`src/rtl/t_stream_unpacker.sv`:
```
// t_stream_unpacker: turns packed T-sequence SRAM words into a valid/ready character stream.
// Optional T_UNPACK_PREFETCH_EN adds a spare word buffer so word changes need no bubble.
module t_stream_unpacker #(
   parameter int  IDX_W  = 8,
   parameter int  SLOTS  = 7,
   parameter int  SIZE_W = 10,
   localparam int SLOT_W = 2 + 2*IDX_W,
   localparam int WORD_W = 4 + SLOTS*SLOT_W
) (
   input  logic              clk,
   input  logic              rst_n,
   input  logic              i_start,
   input  logic [SIZE_W-1:0] i_T_size,
   output logic              o_sram_request,
   input  logic [WORD_W-1:0] i_sram_data,
   output logic              o_t_valid,
   input  logic              i_pe_ready,
   output logic [1:0]        o_t_char,
   output logic [IDX_W-1:0]  o_t_v,
   output logic [IDX_W-1:0]  o_t_f,
   output logic              o_t_last,
   output logic              o_busy,
   output logic              o_done
);

   // state   | meaning
   // S_IDLE  | waiting for i_start
   // S_FETCH | requesting a word from the SRAM controller
   // S_EMIT  | presenting buffer slot r_ptr to the PE array
   // S_DONE  | one-cycle completion pulse
   typedef enum logic [1:0] {S_IDLE, S_FETCH, S_EMIT, S_DONE} state_t;

   state_t              r_state, w_state_nx;
   logic [SIZE_W-1:0]   r_remaining;
   logic [SLOT_W-1:0]   r_buf [SLOTS];
   logic [2:0]          r_n;
   logic [2:0]          r_ptr;

   logic [SLOT_W-1:0]   w_in_slots [SLOTS];
   logic [2:0]          w_hdr_n;
   logic [3:0]          w_hdr_n_wide;
   logic [2:0]          w_in_n;
   logic                w_word_ok;
   logic                w_req;
   logic                w_load_cur;
   logic                w_xfer;
   logic                w_word_end;
   logic                w_rem_last;
   logic [SLOT_W-1:0]   w_cur;

`ifdef T_UNPACK_PREFETCH_EN
   logic [SLOT_W-1:0]   r_spare [SLOTS];
   logic [2:0]          r_spare_n;
   logic                r_spare_full;
   logic                w_swap;
   logic                w_load_spare;
   logic [SIZE_W-1:0]   w_left_ext;

   assign w_left_ext = {{(SIZE_W-3){1'b0}}, r_n - r_ptr};
`endif

   always_comb begin
      for (int k = 0; k < SLOTS; k++) begin
         w_in_slots[k] = i_sram_data[WORD_W-5-k*SLOT_W -: SLOT_W];
      end
   end

   // Header counts above SLOTS are clamped to a full word.
   assign w_hdr_n      = i_sram_data[WORD_W-2 -: 3];
   assign w_hdr_n_wide = {1'b0, w_hdr_n};
   assign w_in_n       = (w_hdr_n_wide > 4'(SLOTS)) ? 3'(SLOTS) : w_hdr_n;
   assign w_word_ok    = i_sram_data[WORD_W-1];

   assign w_xfer     = (r_state == S_EMIT) && i_pe_ready;
   assign w_word_end = ((r_ptr + 3'd1) == r_n);
   assign w_rem_last = (r_remaining == SIZE_W'(1));

   always_ff @(posedge clk or negedge rst_n) begin
      if (!rst_n) r_state <= S_IDLE;
      else        r_state <= w_state_nx;
   end

   always_comb begin
      w_state_nx = r_state;
      w_req      = 1'b0;
      w_load_cur = 1'b0;
`ifdef T_UNPACK_PREFETCH_EN
      w_swap       = 1'b0;
      w_load_spare = 1'b0;
`endif
      case (r_state)
         S_IDLE: begin
            if (i_start) w_state_nx = (i_T_size == '0) ? S_DONE : S_FETCH;
         end
         S_FETCH: begin
            w_req      = 1'b1;
            w_load_cur = w_word_ok && (w_in_n != 3'd0);
            if (w_load_cur) w_state_nx = S_EMIT;
         end
         S_EMIT: begin
`ifdef T_UNPACK_PREFETCH_EN
            w_req = !r_spare_full && (r_remaining > w_left_ext);
`endif
            if (w_xfer) begin
               if (w_rem_last) begin
                  w_state_nx = S_DONE;
               end else if (w_word_end) begin
`ifdef T_UNPACK_PREFETCH_EN
                  // A word arriving on the exhausting cycle goes straight into the current buffer.
                  if (r_spare_full)                                  w_swap     = 1'b1;
                  else if (w_req && w_word_ok && (w_in_n != 3'd0))   w_load_cur = 1'b1;
                  else                                               w_state_nx = S_FETCH;
`else
                  w_state_nx = S_FETCH;
`endif
               end
            end
`ifdef T_UNPACK_PREFETCH_EN
            w_load_spare = w_req && w_word_ok && (w_in_n != 3'd0) && !w_load_cur;
`endif
         end
         S_DONE:  w_state_nx = S_IDLE;
         default: w_state_nx = S_IDLE;
      endcase
   end

   always_ff @(posedge clk or negedge rst_n) begin
      if (!rst_n) begin
         r_remaining <= '0;
         r_buf       <= '{default: '0};
         r_n         <= '0;
         r_ptr       <= '0;
      end else begin
         if ((r_state == S_IDLE) && i_start) r_remaining <= i_T_size;
         else if (w_xfer)                    r_remaining <= r_remaining - 1'b1;

         if (w_load_cur) begin
            r_buf <= w_in_slots;
            r_n   <= w_in_n;
            r_ptr <= '0;
`ifdef T_UNPACK_PREFETCH_EN
         end else if (w_swap) begin
            r_buf <= r_spare;
            r_n   <= r_spare_n;
            r_ptr <= '0;
`endif
         end else if (w_xfer) begin
            r_ptr <= r_ptr + 3'd1;
         end
      end
   end

`ifdef T_UNPACK_PREFETCH_EN
   always_ff @(posedge clk or negedge rst_n) begin
      if (!rst_n) begin
         r_spare      <= '{default: '0};
         r_spare_n    <= '0;
         r_spare_full <= 1'b0;
      end else if (w_load_spare) begin
         r_spare      <= w_in_slots;
         r_spare_n    <= w_in_n;
         r_spare_full <= 1'b1;
      end else if (w_swap || (r_state == S_DONE)) begin
         r_spare_full <= 1'b0;
      end
   end
`endif

   assign w_cur          = r_buf[r_ptr];
   assign o_sram_request = w_req;
   assign o_t_valid      = (r_state == S_EMIT);
   assign o_t_char       = o_t_valid ? w_cur[SLOT_W-1 -: 2]      : 2'b00;
   assign o_t_v          = o_t_valid ? w_cur[2*IDX_W-1 -: IDX_W] : '0;
   assign o_t_f          = o_t_valid ? w_cur[IDX_W-1:0]          : '0;
   assign o_t_last       = o_t_valid && w_rem_last;
   assign o_busy         = (r_state != S_IDLE);
   assign o_done         = (r_state == S_DONE);

endmodule
```
`config.mk`:
```
export PLATFORM = sky130hd
export DESIGN_NAME = t_stream_unpacker
export DESIGN_NICKNAME = d
export VERILOG_FILES = /design/src/rtl/t_stream_unpacker.sv
export SDC_FILE = /design/constraint.sdc
export NUM_CORES = 1
export LEC_CHECK = 0
export BUFFER_PORTS_ARGS = -buffer_cell sky130_fd_sc_hd__buf_2
export CORE_ASPECT_RATIO = 0.75
export CORE_MARGIN = 1
export CORE_UTILIZATION = 54
export DETAILED_ROUTE_END_ITERATION = 16
export HOLD_SLACK_MARGIN = 0.1
export PLACE_DENSITY = 0.8
export SETUP_SLACK_MARGIN = 0.02
export SLEW_MARGIN = 20
export SYNTH_ARGS = -nofsm -noshare
export SYNTH_HDL_FRONTEND = slang
export SYNTH_SLANG_ARGS = --single-unit
```
`constraint.sdc`:
```
create_clock -name clk -period 2.1 [get_ports clk]
set_clock_uncertainty 0.05 [all_clocks]
set_input_delay 0.105 -clock clk [delete_from_list [all_inputs] [get_ports clk]]
set_output_delay 0.105 -clock clk [all_outputs]
set_load 0.02 [all_outputs]
```
==> reports/results.md, run 1 <==
| Quantity | Value |
|---|---|
| Result of the run | finished, violations left |
| Failing checks | setup timing |
| Element type at the critical path start | flip-flop |
| Row count | 36 |
| Transition time at the pin with the least slew margin | 0.5554 ns |
| # diodes | 0 |
| Routed wire length per instance | 24.65 um |
| Final #Nets | 982 |
| Final period utilization | 1.088 |
| Compound-cell area share of the yosys netlist | 0.05583 |
| Top fanout value on the critical path | 15 |
| Core area | 13,060 um^2 |
| Clock tree buffer depth | 2 |
| Number of antenna violations at the first check in global routing | 0 |
| Number of cell instances on the worst register-to-register path | 8 |
| Number of sinks on the clock net | 144 |
| Number of cells in the finished layout apart from fillers | 1,019 |
| Reg-to-reg slack, setup | 0.04 ns |
| Clock-pin transition on the worst setup and hold timing paths | 0.06 ns |
| Global router's overall resource usage | 0.3750 |
| Inst Count DP | 831 |
| Share of layout cells above drive strength 1 | 0.4941 |
| Number of violations reported at the end of detailed-routing iteration 0 | 639 |
| Global-route wire length before repair | 36,790 um |
| Crit Reg-Reg Endpoint | r_state[1] |
| Post-detailed-routing wire length | 25,120 um |
| Post-Synthesis Net Count | 653 |
| Required time at the endpoint of the critical path | 1.95 ns |
| Initial DRT Pass Iterations | 5 |
| Post-route ant nets | 0 |
| Element type at the critical path end | output port |
| Simple-gate share of the synthesized area | 0.05394 |
| Overall power after layout | 15.94 mW |
| Die extent in x | 136.1 um |
| Xor and xnor fraction of the mapped netlist area | 0.01168 |
| Logic pwr share | 0.441 |
| Register bit count reported by yosys | 144 |
| Proportion of register bits with asynchronous set or reset after synthesis | 1.000 |
| Count of input and output buffers | 166 |
| Number of endpoints failing setup at the final stage | 18 |
| Pin count of the biggest net entering global routing | 57 |
| Post-route DRC | 0 |
| Vias in the first global route | 6,480 |
| Part of the power in registers | 0.344 |
| Number of distinct library cell variants in the gate-level netlist after synthesis | 43 |
| Inserted Clock Buffers | 17 |
| Remaining global-route overflow | 0 |
| Sequential element share of the synthesized area | 0.4948 |
| Die Ht | 102.6 um |
| Crit Path Category | reg -> out |
| Synthesized-area fraction occupied by adder cells | 0.005154 |
| RSZ-0062 raised after global routing | true |
| Number of endpoints with negative hold slack in the final report | 0 |
| Die Area | 13,960 um^2 |
| Area added between synthesis and finish | 47.19% |
| Clock network fraction of total power | 0.215 |
| Setup slack after placement | 0.1808 ns |
| Psw | 5.637 mW |
| Final HPWL from detailed placement | 13,720 um |
| Final core utilization | 0.8207 |
| I/O Pins | 167 |
| Beginning of the worst register-to-register path | r_ptr[0] |
| Total via count after detailed routing | 6,053 |
| Worst EP arrival | 2.13 ns |
| TritonCTS clock tree | done |
| Gate count after technology mapping | 506 |
| Hold/Removal Path Class | in -> async |
| Switch share | 0.3537 |
| Combined area of all synthesized cells | 7283 um^2 |
| Max transition margin | 0.6297 |
| Worst setup path startpoint | r_ptr[1] |
| Primary flip-flop cell chosen by synthesis mapping | sky130_fd_sc_hd__dfrtp_1 |
| Via density per instance | 5.940 |
| Mux cell area share after synthesis | 0.3364 |
| Combinational family with the most area after synthesis | multiplexers |
| Setup TNS after final layout | -1.418 ns |
| Shortest clock period the worst path allows after layout | 2.285 ns |
| Initial standard-cell utilization of the core | 0.5576 |
| Worst Setup EP | o_t_f[2] |
| Maximum capacitance violations | 0 |
| Routability-driven placement congestion ratio | 0.9000 |
| Cell leakage power | 4.877 nW |
| Yosys warning count | 0 |
| Pwr Density | 1487 nW/um^2 |
| Avg Synthesized Cell Area | 14.39 um^2 |
| Maximum VDD drop | 0.001014 V |
| Fin. max-slew vios | 0 |
| Final worst setup slack | -0.1847 ns |
| Clock latency at the later pin of the worst-skew pair | 0.43 ns |
| Internal power component | 10.30 mW |
| Peak clock frequency supported by timing | 0.4377 GHz |
| H-tree levels | 4 |
| Number of enable-type register cells in the synthesized netlist | 0 |
| Clock Root Buffer | sky130_fd_sc_hd__clkbuf_16 |
## cells by family after synthesis
logic type,after synthesis
XOR/XNOR,8
AO/OA/AOI/OAI,63
adder cells (fa/ha/maj),3
multiplexers,166
buffers and inverters,39
flip-flops,144
AND/OR/NAND/NOR,83
## cell usage after synthesis, types with 2 or more instances
cell type | number | area (um^2)
sky130_fd_sc_hd__nand3_1 | 3 | 15.01
sky130_fd_sc_hd__xnor2_1 | 4 | 35.03
sky130_fd_sc_hd__dfrtp_1 | 144 | 3603
sky130_fd_sc_hd__o21ai_0 | 9 | 45.04
sky130_fd_sc_hd__a221o_1 | 3 | 30.03
sky130_fd_sc_hd__nand2_1 | 11 | 41.29
sky130_fd_sc_hd__a22oi_1 | 2 | 15.01
sky130_fd_sc_hd__xor2_1 | 3 | 26.28
sky130_fd_sc_hd__a21oi_1 | 21 | 105.1
sky130_fd_sc_hd__ha_1 | 3 | 37.54
sky130_fd_sc_hd__nor4_1 | 6 | 37.54
sky130_fd_sc_hd__mux2_2 | 22 | 247.7
sky130_fd_sc_hd__a31oi_1 | 3 | 18.77
sky130_fd_sc_hd__nor3_1 | 4 | 20.02
sky130_fd_sc_hd__inv_1 | 4 | 15.01
sky130_fd_sc_hd__a211oi_1 | 18 | 135.1
sky130_fd_sc_hd__a31o_2 | 2 | 17.52
sky130_fd_sc_hd__mux2_4 | 107 | 1607
sky130_fd_sc_hd__nor2_1 | 46 | 172.7
sky130_fd_sc_hd__buf_6 | 3 | 33.78
sky130_fd_sc_hd__or4_4 | 2 | 22.52
sky130_fd_sc_hd__or2_2 | 2 | 12.51
sky130_fd_sc_hd__buf_8 | 11 | 165.2
sky130_fd_sc_hd__buf_2 | 12 | 60.06
sky130_fd_sc_hd__clkbuf_1 | 8 | 30.03
sky130_fd_sc_hd__mux4_2 | 18 | 405.4
sky130_fd_sc_hd__mux2i_1 | 19 | 190.2
## worst min path at each step
stage / slack (ns) / end / cells after the start / from
floorplan: -0.24 / r_buf[0] / 0 / rst_n
global placement: 0.06 / r_buf[5] / 1 / rst_n
detailed placement: 0.06 / r_buf[5] / 1 / rst_n
CTS: 0.18 / r_buf[5] / 2 / rst_n
global route: 0.20 / r_buf[5] / 2 / rst_n
finish: 0.16 / r_buf[5] / 2 / rst_n
## layout make-up
cell class              instances  area (um^2)
inverters                       5        18.77
clock inverters                13        209.0
repair buffers                344         2724
clock buffers                  19        452.9
fillers                       667         2342
flip-flops and latches        144         3606
well taps                     171        214.0
multi-input cells             323         3496
## stage by stage
step / cell area, um^2 / hold slack [ns]
2_1_floorplan: 7283 / -0.2406
3_3_place_gp: 8300 / 0.05726
3_5_place_dp: 8300 / 0.06022
4_1_cts: 10560 / 0.1805
5_1_grt: 10720 / 0.2023
6_report: 10720 / 0.1601
## power groups by stage
| stage | logic (mW) | registers [mW] | clock network [mW] |
|---|---|---|---|
| after floorplan | 4.74 | 4.77 | 0 |
| after global placement | 5.61 | 5.22 | 0 |
| after detailed placement | 5.80 | 5.30 | 0 |
| after CTS | 6.42 | 5.28 | 3.41 |
| after global routing | 7.36 | 5.55 | 3.56 |
| final | 7.03 | 5.48 | 3.43 |
## critical path, stage by stage, from the launching register on
cell                       delay, ns
sky130_fd_sc_hd__dfrtp_2        0.45
sky130_fd_sc_hd__buf_8          0.22
sky130_fd_sc_hd__mux2i_1        0.31
sky130_fd_sc_hd__nor2_2         0.09
sky130_fd_sc_hd__a21oi_1        0.30
sky130_fd_sc_hd__a211oi_2       0.14
sky130_fd_sc_hd__buf_4          0.19
## metal layers
layer  track usage  up-vias  part of all wire
met4        0.2162        0             0.055
met5             0        -                 0
li1              -     2509                 -
met2        0.6365      392              0.50
met1        0.4329     3023              0.37
met3        0.1042      129             0.078
## sequential cells by signal, summed over array words and instances, names as in the netlist
| register | cells |
|---|---|
| r_state | 2 |
| r_n | 3 |
| r_buf | 126 |
| r_remaining | 10 |
| r_ptr | 3 |
## cell usage in the layout (no fill, tap or decap), types with 3 or more instances in the layout
cell | Yosys | routed
sky130_fd_sc_hd__a211oi_2 | 0 | 8
sky130_fd_sc_hd__buf_6 | 3 | 5
sky130_fd_sc_hd__clkinvlp_4 | 0 | 3
sky130_fd_sc_hd__a21oi_2 | 0 | 3
sky130_fd_sc_hd__buf_4 | 0 | 29
sky130_fd_sc_hd__inv_1 | 4 | 4
sky130_fd_sc_hd__xnor2_1 | 4 | 4
sky130_fd_sc_hd__clkbuf_16 | 0 | 17
sky130_fd_sc_hd__nand3_1 | 3 | 3
sky130_fd_sc_hd__mux2i_1 | 19 | 16
sky130_fd_sc_hd__mux4_2 | 18 | 18
sky130_fd_sc_hd__a221o_1 | 3 | 3
sky130_fd_sc_hd__dfrtp_1 | 144 | 142
sky130_fd_sc_hd__a211oi_1 | 18 | 9
sky130_fd_sc_hd__nor4_1 | 6 | 5
sky130_fd_sc_hd__bufinv_16 | 0 | 5
sky130_fd_sc_hd__xor2_1 | 3 | 3
sky130_fd_sc_hd__o21ai_0 | 9 | 9
sky130_fd_sc_hd__mux2i_2 | 0 | 3
sky130_fd_sc_hd__mux2_4 | 107 | 107
sky130_fd_sc_hd__buf_2 | 12 | 153
sky130_fd_sc_hd__buf_12 | 0 | 8
sky130_fd_sc_hd__dlygate4sd3_1 | 0 | 146
sky130_fd_sc_hd__mux2_2 | 22 | 22
sky130_fd_sc_hd__nand2_1 | 11 | 11
sky130_fd_sc_hd__ha_1 | 3 | 3
sky130_fd_sc_hd__nor2_1 | 46 | 33
sky130_fd_sc_hd__nor2_2 | 1 | 13
sky130_fd_sc_hd__a31oi_1 | 3 | 3
sky130_fd_sc_hd__nor3_1 | 4 | 3
sky130_fd_sc_hd__a21oi_1 | 21 | 18
## timing repair
action | 4_1_cts | 5_1_grt
gates cloned | 1 | 0
hold buffers | 146 | 0
setup endpoints to repair | 18 | 19
buffers inserted | 7 | 2
pin swaps | 1 | 5
resized for setup | 16 | 36
hold endpoints to repair | 285 | 0
Power figures use the tool's default switching activity.
==> run 2, diff against run 1 <==
--- a/config.mk
+++ b/config.mk
@@ -8,10 +8,9 @@
 export BUFFER_PORTS_ARGS = -buffer_cell sky130_fd_sc_hd__buf_2
 export CORE_ASPECT_RATIO = 0.75
 export CORE_MARGIN = 1
-export CORE_UTILIZATION = 54
+export CORE_UTILIZATION = 30
 export DETAILED_ROUTE_END_ITERATION = 16
 export HOLD_SLACK_MARGIN = 0.1
-export PLACE_DENSITY = 0.8
 export SETUP_SLACK_MARGIN = 0.02
 export SLEW_MARGIN = 20
 export SYNTH_ARGS = -nofsm -noshare
==> run 2 against run 1 <==
Effect of this change:
- the run still ends with setup timing left
- clock power shrank 6.4%
- hold slack gained 0.056 ns
- sequential share of layout area shrank 0.58 points
- critical path depth shrank 1
- first-iteration DRC count shrank 48%
- total power shrank 5.2%
- sequential power shrank 6.0%
- maximum frequency grew 8.3%
- final cell count grew 13%
- register-to-register slack gained 0.11 ns
- sequential cell count is the same
- via count shrank 11%
- highest routed layer unchanged
==> reports/results.md, run 2 (synthesized netlist as in run 1, its figures left out) <==
| Quantity | Value | Change |
|---|---|---|
| Routability-driven placement congestion ratio | 0.8517 | -5.4% |
| I/O Pins | 167 | unchanged |
| Final-layout worst hold slack | 0.2156 ns | +0.05555 ns |
| Vias in the first global route | 5,814 | -10% |
| Number of violations reported at the end of detailed-routing iteration 0 | 333 | -48% |
| RSZ-0062 raised after global routing | true |  |
| Beginning of the worst register-to-register path | r_ptr[0] |  |
| Peak clock frequency supported by timing | 0.4741 GHz | +8.3% |
| Cell leakage power | 4.877 nW | about the same |
| Most common cell after layout, fill and taps aside | sky130_fd_sc_hd__buf_2 |  |
| Result of the run | finished, violations left |  |
| Final #Nets | 983 | +0.10% |
| Clock latency at the later pin of the worst-skew pair | 0.43 ns | about the same |
| Die Area | 24,910 um^2 | +78% |
| Post-DP Area | 8567 um^2 | +3.2% |
| Total via count after detailed routing | 5,412 | -11% |
| Clock-pin transition on the worst setup and hold timing paths | 0.06 ns | about the same |
| Die extent in x | 181.9 um | +34% |
| Worst EP arrival | 1.95 ns | -0.18 ns |
| Critical-path top delay cell | sky130_fd_sc_hd__mux4_2 |  |
| Cell breakdown of the critical path | buf_12 -> mux4_2 -> nor2_2 -> a211oi_2 -> buf_4 |  |
| Post-route ant nets | 0 | unchanged |
| Crit Path Category | reg -> out |  |
| Fin. max-slew vios | 0 | unchanged |
| Pwr Density | 1385 nW/um^2 | -6.9% |
| Number of endpoints with negative hold slack in the final report | 0 | unchanged |
| Remaining global-route overflow | 0 | unchanged |
| Register with the highest flop count | r_buf |  |
| Failing checks | setup timing |  |
| Leading registers by flop count | r_buf x126, r_remaining x10 |  |
| Via density per instance | 4.706 | -21% |
| Initial standard-cell utilization of the core | 0.3110 | -0.2466 |
| Final worst setup slack | -0.009103 ns | +0.1756 ns |
| Pin count of the biggest net entering global routing | 71 | +25% |
| Worst path max stage delay | 0.57 ns | +0.12 ns |
| TritonCTS clock tree | done |  |
| Worst setup path startpoint | r_ptr[0] |  |
| Overall power after layout | 15.11 mW | -5.2% |
| Number of sinks on the clock net | 144 | unchanged |
| Maximum capacitance violations | 0 | unchanged |
| Count of input and output buffers | 166 | unchanged |
| Highest-count cells in the layout ignoring fill and taps | sky130_fd_sc_hd__buf_2 (154), sky130_fd_sc_hd__dlygate4sd3_1 (146), sky130_fd_sc_hd__dfrtp_1 (142), sky130_fd_sc_hd__mux2_4 (107), sky130_fd_sc_hd__nor2_1 (38) |  |
| Routed wire length per instance | 18.57 um | -25% |
| Number of antenna violations at the first check in global routing | 1 | +1 |
| Final HPWL from detailed placement | 14,180 um | +3.3% |
| Element type at the critical path end | output port |  |
| Top fanout value on the critical path | 10 | -5 |
| H-tree levels | 4 | unchanged |
| Clock Root Buffer | sky130_fd_sc_hd__clkbuf_16 |  |
| Post-route DRC | 0 | unchanged |
| Core area | 23,420 um^2 | +79% |
| Transition time at the pin with the least slew margin | 0.5306 ns | -0.02487 ns |
| Final period utilization | 1.004 | -0.08360 |
| Share of layout cells above drive strength 1 | 0.4876 | -0.006471 |
| Maximum VDD drop | 0.0007229 V | -29% |
| Row count | 48 | +33% |
| Element type at the critical path start | flip-flop |  |
| Global-route wire length before repair | 33,090 um | -10% |
| Number of filler instances in the final layout | 2,087 | +210% |
| Area of all placed cells without fillers | 10,910 um^2 | +1.8% |
| Required time at the endpoint of the critical path | 1.95 ns | about the same |
| Shortest clock period the worst path allows after layout | 2.109 ns | -0.1756 ns |
| Clock tree buffer depth | 2 | unchanged |
| Die Ht | 136.9 um | +33% |
| Final core utilization | 0.4658 | -0.3549 |
| Flip-flop count of the largest register, all copies and words added | 126 | unchanged |
| Inserted Clock Buffers | 17 | unchanged |
| Max transition margin | 0.6463 | +0.01658 |
| Post-detailed-routing wire length | 21,360 um | -15% |
| Global router's overall resource usage | 0.1791 | -0.1959 |
| Area added between synthesis and finish | 49.79% |  |
| Initial DRT Pass Iterations | 5 | unchanged |
| Hold/Removal Path Class | in -> async |  |
| Number of endpoints failing setup at the final stage | 4 | -14 |
run 2: cell types whose count changed in the layout (fill, tap and decap cells not counted), sizes merged:
cell	change
buf	+2
diode	+1
inv	+3
bufinv	-2
clkinvlp	-2
bufbuf	-1
clkinv	+1
run 2: worst paths after layout:
kind                         endpoint  slack, ns  cells after the start
max                          o_t_v[5]     -0.009                      5
min                         r_buf[19]       0.22                      3
max reg2reg                r_state[1]       0.15                      6
min reg2reg                 r_buf[84]       0.45                      1
max in group asynchronous   r_buf[39]       1.31                      3
min in group clk            r_buf[44]       0.39                      3
run 2: metrics by stage:
step | std cells | setup slack [ns] | TNS (ns)
final | 1150 | -0.009103 | -0.02696
after global placement | 964 | 0.1571 | 0
after CTS | 1146 | -0.05000 | -0.4127
after global routing | 1150 | -0.08703 | -1.057
after detailed placement | 964 | 0.1574 | 0
after floorplan | 506 | 0.2494 | 0
run 2: area by class of cell:
class / instances / area (um^2) / share of cell area
Inverter: 5 / 18.77 / 0.001720
Multi-Input combinational cell: 323 / 3472 / 0.3183
Antenna cell: 1 / 2.502 / 0.0002294
Clock buffer: 19 / 442.9 / 0.04060
Clock inverter: 13 / 176.4 / 0.01617
Timing Repair Buffer: 345 / 2815 / 0.2581
Sequential cell: 144 / 3606 / 0.3305
Tap cell: 300 / 375.4 / 0.03441
run 2: per-layer routing:
| layer | wire length [um] | vias to the layer above | global-route usage |
|---|---|---|---|
| met5 | 0 | - | 0 |
| met4 | 305 | 0 | 0.04809 |
| met3 | 883 | 18 | 0.03513 |
| met2 | 9794 | 164 | 0.2870 |
| met1 | 10380 | 2716 | 0.2476 |
| li1 | - | 2514 | - |
run 2: worst max-delay path, delay by kind of cell (launching register included):
kind | cells | cell delay (ns)
flip-flops | 1 | 0.43
buffers and inverters | 2 | 0.34
multiplexers | 1 | 0.57
AND/OR/NAND/NOR | 1 | 0.13
AO/OA/AOI/OAI | 1 | 0.06
run 2: where the power goes:
part	leakage, nW	switching [mW]	internal (mW)	total (mW)
registers	1.71	0.953	4.19	5.15
clock network	0.299	1.28	1.93	3.21
logic	2.87	2.77	3.98	6.75
run 2: repair_timing:
action                                  CTS  global route
setup buffers                             3             3
endpoints found under the hold margin   285             0
endpoints found under the setup margin   18            55
gates resized for setup                  29            16
hold buffers                            147             0
pin swaps                                 0             3
==> run 3, diff against run 2 <==
--- a/config.mk
+++ b/config.mk
@@ -11,6 +11,7 @@
 export CORE_UTILIZATION = 30
 export DETAILED_ROUTE_END_ITERATION = 16
 export HOLD_SLACK_MARGIN = 0.1
+export RECOVER_POWER = 50
 export SETUP_SLACK_MARGIN = 0.02
 export SLEW_MARGIN = 20
 export SYNTH_ARGS = -nofsm -noshare
==> run 3 against run 2 <==
Effect of this change:
- the run still ends with setup timing left
- largest cell class unchanged
- clock power about the same
- highest routed layer unchanged
- sequential cell count unchanged
- total power down 0.26%
- critical path depth unchanged
- maximum frequency about the same
- register-to-register slack worse by 0.06 ns
- setup slack better by 0.0021 ns
- non-clock buffer count unchanged
==> reports/results.md, run 3 (synthesized netlist as in run 1, its figures left out) <==
| Quantity | Value | Change |
|---|---|---|
| Max transition margin | 0.1219 | -0.5244 |
| Core area | 23,420 um^2 | unchanged |
| Overall power after layout | 15.07 mW | -0.26% |
| Critical path buffer and inverter count | 2 | unchanged |
| Leading registers by flop count | r_buf x126, r_remaining x10 |  |
| Number of endpoints failing setup at the final stage | 4 | unchanged |
| Maximum VDD drop | 0.0007197 V | -0.44% |
| Element type at the critical path end | output port |  |
| Worst path max stage delay | 0.56 ns | about the same |
| Transition time at the pin with the least slew margin | 1.317 ns | +0.7866 ns |
| Pwr Density | 1387 nW/um^2 | +0.15% |
| Register with the highest flop count | r_buf |  |
| Routed wire length per instance | 18.52 um | -0.30% |
| Post-DP Area | 8567 um^2 | unchanged |
| Clock tree buffer depth | 2 | unchanged |
| Cell leakage power | 4.861 nW | -0.34% |
| Most common cell after layout, fill and taps aside | sky130_fd_sc_hd__buf_2 |  |
| TritonCTS clock tree | done |  |
| Area added between synthesis and finish | 49.18% |  |
| Post-route DRC | 0 | unchanged |
| RSZ-0062 raised after global routing | true |  |
| Inserted Clock Buffers | 17 | unchanged |
| Initial standard-cell utilization of the core | 0.3110 | unchanged |
| Crit Path Category | reg -> out |  |
| Flip-flop count of the largest register, all copies and words added | 126 | unchanged |
| Row count | 48 | unchanged |
| Global-route wire length before repair | 33,090 um | unchanged |
| Global router's overall resource usage | 0.1791 | unchanged |
| Hold/Removal Path Class | in -> reg |  |
| Die Ht | 136.9 um | unchanged |
| Total via count after detailed routing | 5,417 | +0.092% |
| Number of antenna violations at the first check in global routing | 1 | unchanged |
| Fin. max-slew vios | 0 | unchanged |
| Via density per instance | 4.710 | about the same |
| Crit-path leading delay family | multiplexers |  |
| Cell breakdown of the critical path | buf_12 -> mux4_2 -> nor2_2 -> a211oi_2 -> buf_4 |  |
| Area of all placed cells without fillers | 10,870 um^2 | -0.40% |
| Number of endpoints with negative hold slack in the final report | 0 | unchanged |
| Post-detailed-routing wire length | 21,300 um | -0.30% |
| Pin count of the biggest net entering global routing | 71 | unchanged |
| Clock latency at the later pin of the worst-skew pair | 0.43 ns | about the same |
| Final #Nets | 983 | unchanged |
| I/O Pins | 167 | unchanged |
| Number of sinks on the clock net | 144 | unchanged |
| Share of layout cells above drive strength 1 | 0.4829 | -0.004711 |
| Final-layout worst hold slack | 0.3935 ns | +0.1778 ns |
| Count of input and output buffers | 166 | unchanged |
| Critical-path top delay cell | sky130_fd_sc_hd__mux4_2 |  |
| Worst EP arrival | 1.95 ns | about the same |
| Setup slack after placement | 0.1574 ns | unchanged |
| Die extent in x | 181.9 um | unchanged |
| Top fanout value on the critical path | 10 | unchanged |
| Shortest clock period the worst path allows after layout | 2.107 ns | -0.002098 ns |
| Initial DRT Pass Iterations | 4 | -1 |
| Post-route ant nets | 0 | unchanged |
| Reg-to-reg slack, setup | 0.09 ns | -0.06 ns |
| Die Area | 24,910 um^2 | unchanged |
| Final HPWL from detailed placement | 14,180 um | unchanged |
| Final period utilization | 1.003 | about the same |
| Final worst setup slack | -0.007004 ns | +0.002098 ns |
| Vias in the first global route | 5,814 | unchanged |
| Required time at the endpoint of the critical path | 1.95 ns | about the same |
| Maximum capacitance violations | 0 | unchanged |
| Failing checks | setup timing |  |
| Remaining global-route overflow | 0 | unchanged |
| Clock-pin transition on the worst setup and hold timing paths | 0.07 ns | about the same |
| Routability-driven placement congestion ratio | 0.8517 | unchanged |
| Peak clock frequency supported by timing | 0.4746 GHz | about the same |
| H-tree levels | 4 | unchanged |
| Result of the run | finished, violations left |  |
| Clock Root Buffer | sky130_fd_sc_hd__clkbuf_16 |  |
| Number of violations reported at the end of detailed-routing iteration 0 | 351 | +5.4% |
| Element type at the critical path start | flip-flop |  |
| Highest-count cells in the layout ignoring fill and taps | sky130_fd_sc_hd__buf_2 (153), sky130_fd_sc_hd__dlygate4sd3_1 (146), sky130_fd_sc_hd__dfrtp_1 (142), sky130_fd_sc_hd__mux2_4 (107), sky130_fd_sc_hd__nor2_1 (39) |  |
## run 3: changes by cell type in the layout (fill, tap and decap cells not counted)
cell,before,now
sky130_fd_sc_hd__and3_1,0,1
sky130_fd_sc_hd__and3_4,1,0
sky130_fd_sc_hd__buf_12,19,17
sky130_fd_sc_hd__buf_2,154,153
sky130_fd_sc_hd__buf_6,2,1
sky130_fd_sc_hd__clkbuf_1,1,3
sky130_fd_sc_hd__clkbuf_2,0,1
sky130_fd_sc_hd__clkbuf_4,0,1
sky130_fd_sc_hd__nor2_1,38,39
sky130_fd_sc_hd__nor2_2,8,7
## run 3: cell type report
class	count	area [um^2]
clock buffer	19	442.9
antenna	1	2.502
clock inverter	13	176.4
sequential	144	3606
fill	2093	12560
inverter	5	18.77
multi-input combinational	323	3465
tap	300	375.4
timing repair buffer	345	2779
## run 3: where the power goes
group | internal, mW | switching [mW]
clock network | 1.93 | 1.28
registers | 4.19 | 0.947
logic | 3.97 | 2.76
total | 10.1 | 4.98
## run 3: worst min-delay path: stages
cell and delay [ns]:
sky130_fd_sc_hd__dlygate4sd3_1 0.52, sky130_fd_sc_hd__buf_2 0.10, sky130_fd_sc_hd__mux2_4 0.12
## run 3: timing repair
item	in CTS	in global routing
pin swaps	0	3
endpoints found under the hold margin	285	0
hold buffers	147	0
buffers inserted	3	3
endpoints found under the setup margin	18	55
resized for setup	29	16
## run 3: final timing paths
| check | from | end | cells past startpoint |
|---|---|---|---|
| max in group asynchronous | rst_n | r_buf[48] | 3 |
| min | i_sram_data[44] | r_buf[44] | 3 |
| max | r_ptr[0] | o_t_v[5] | 5 |
| min in group asynchronous | rst_n | r_buf[20] | 3 |
| min reg2reg | r_buf[84] | r_buf[84] | 1 |
| max reg2reg | r_state[0] | r_buf[80] | 6 |
## run 3: stage by stage
step | setup TNS (ns) | std cells | util
2_1_floorplan | 0 | 506 | -
3_3_place_gp | 0 | 964 | 0.3658
3_5_place_dp | 0 | 964 | 0.3658
4_1_cts | -0.4127 | 1146 | 0.4613
5_1_grt | -2.202 | 1150 | 0.4639
6_report | -0.02104 | 1150 | 0.4639
## run 3: routing by layer
layer  vias to the layer above  global-route usage  routed length, um
met5                         -                   0                  0
met4                         0             0.04809                283
met3                        16             0.03513               1074
met2                       168              0.2870               9813
met1                      2721              0.2476              10120
li1                       2512                   -                  -
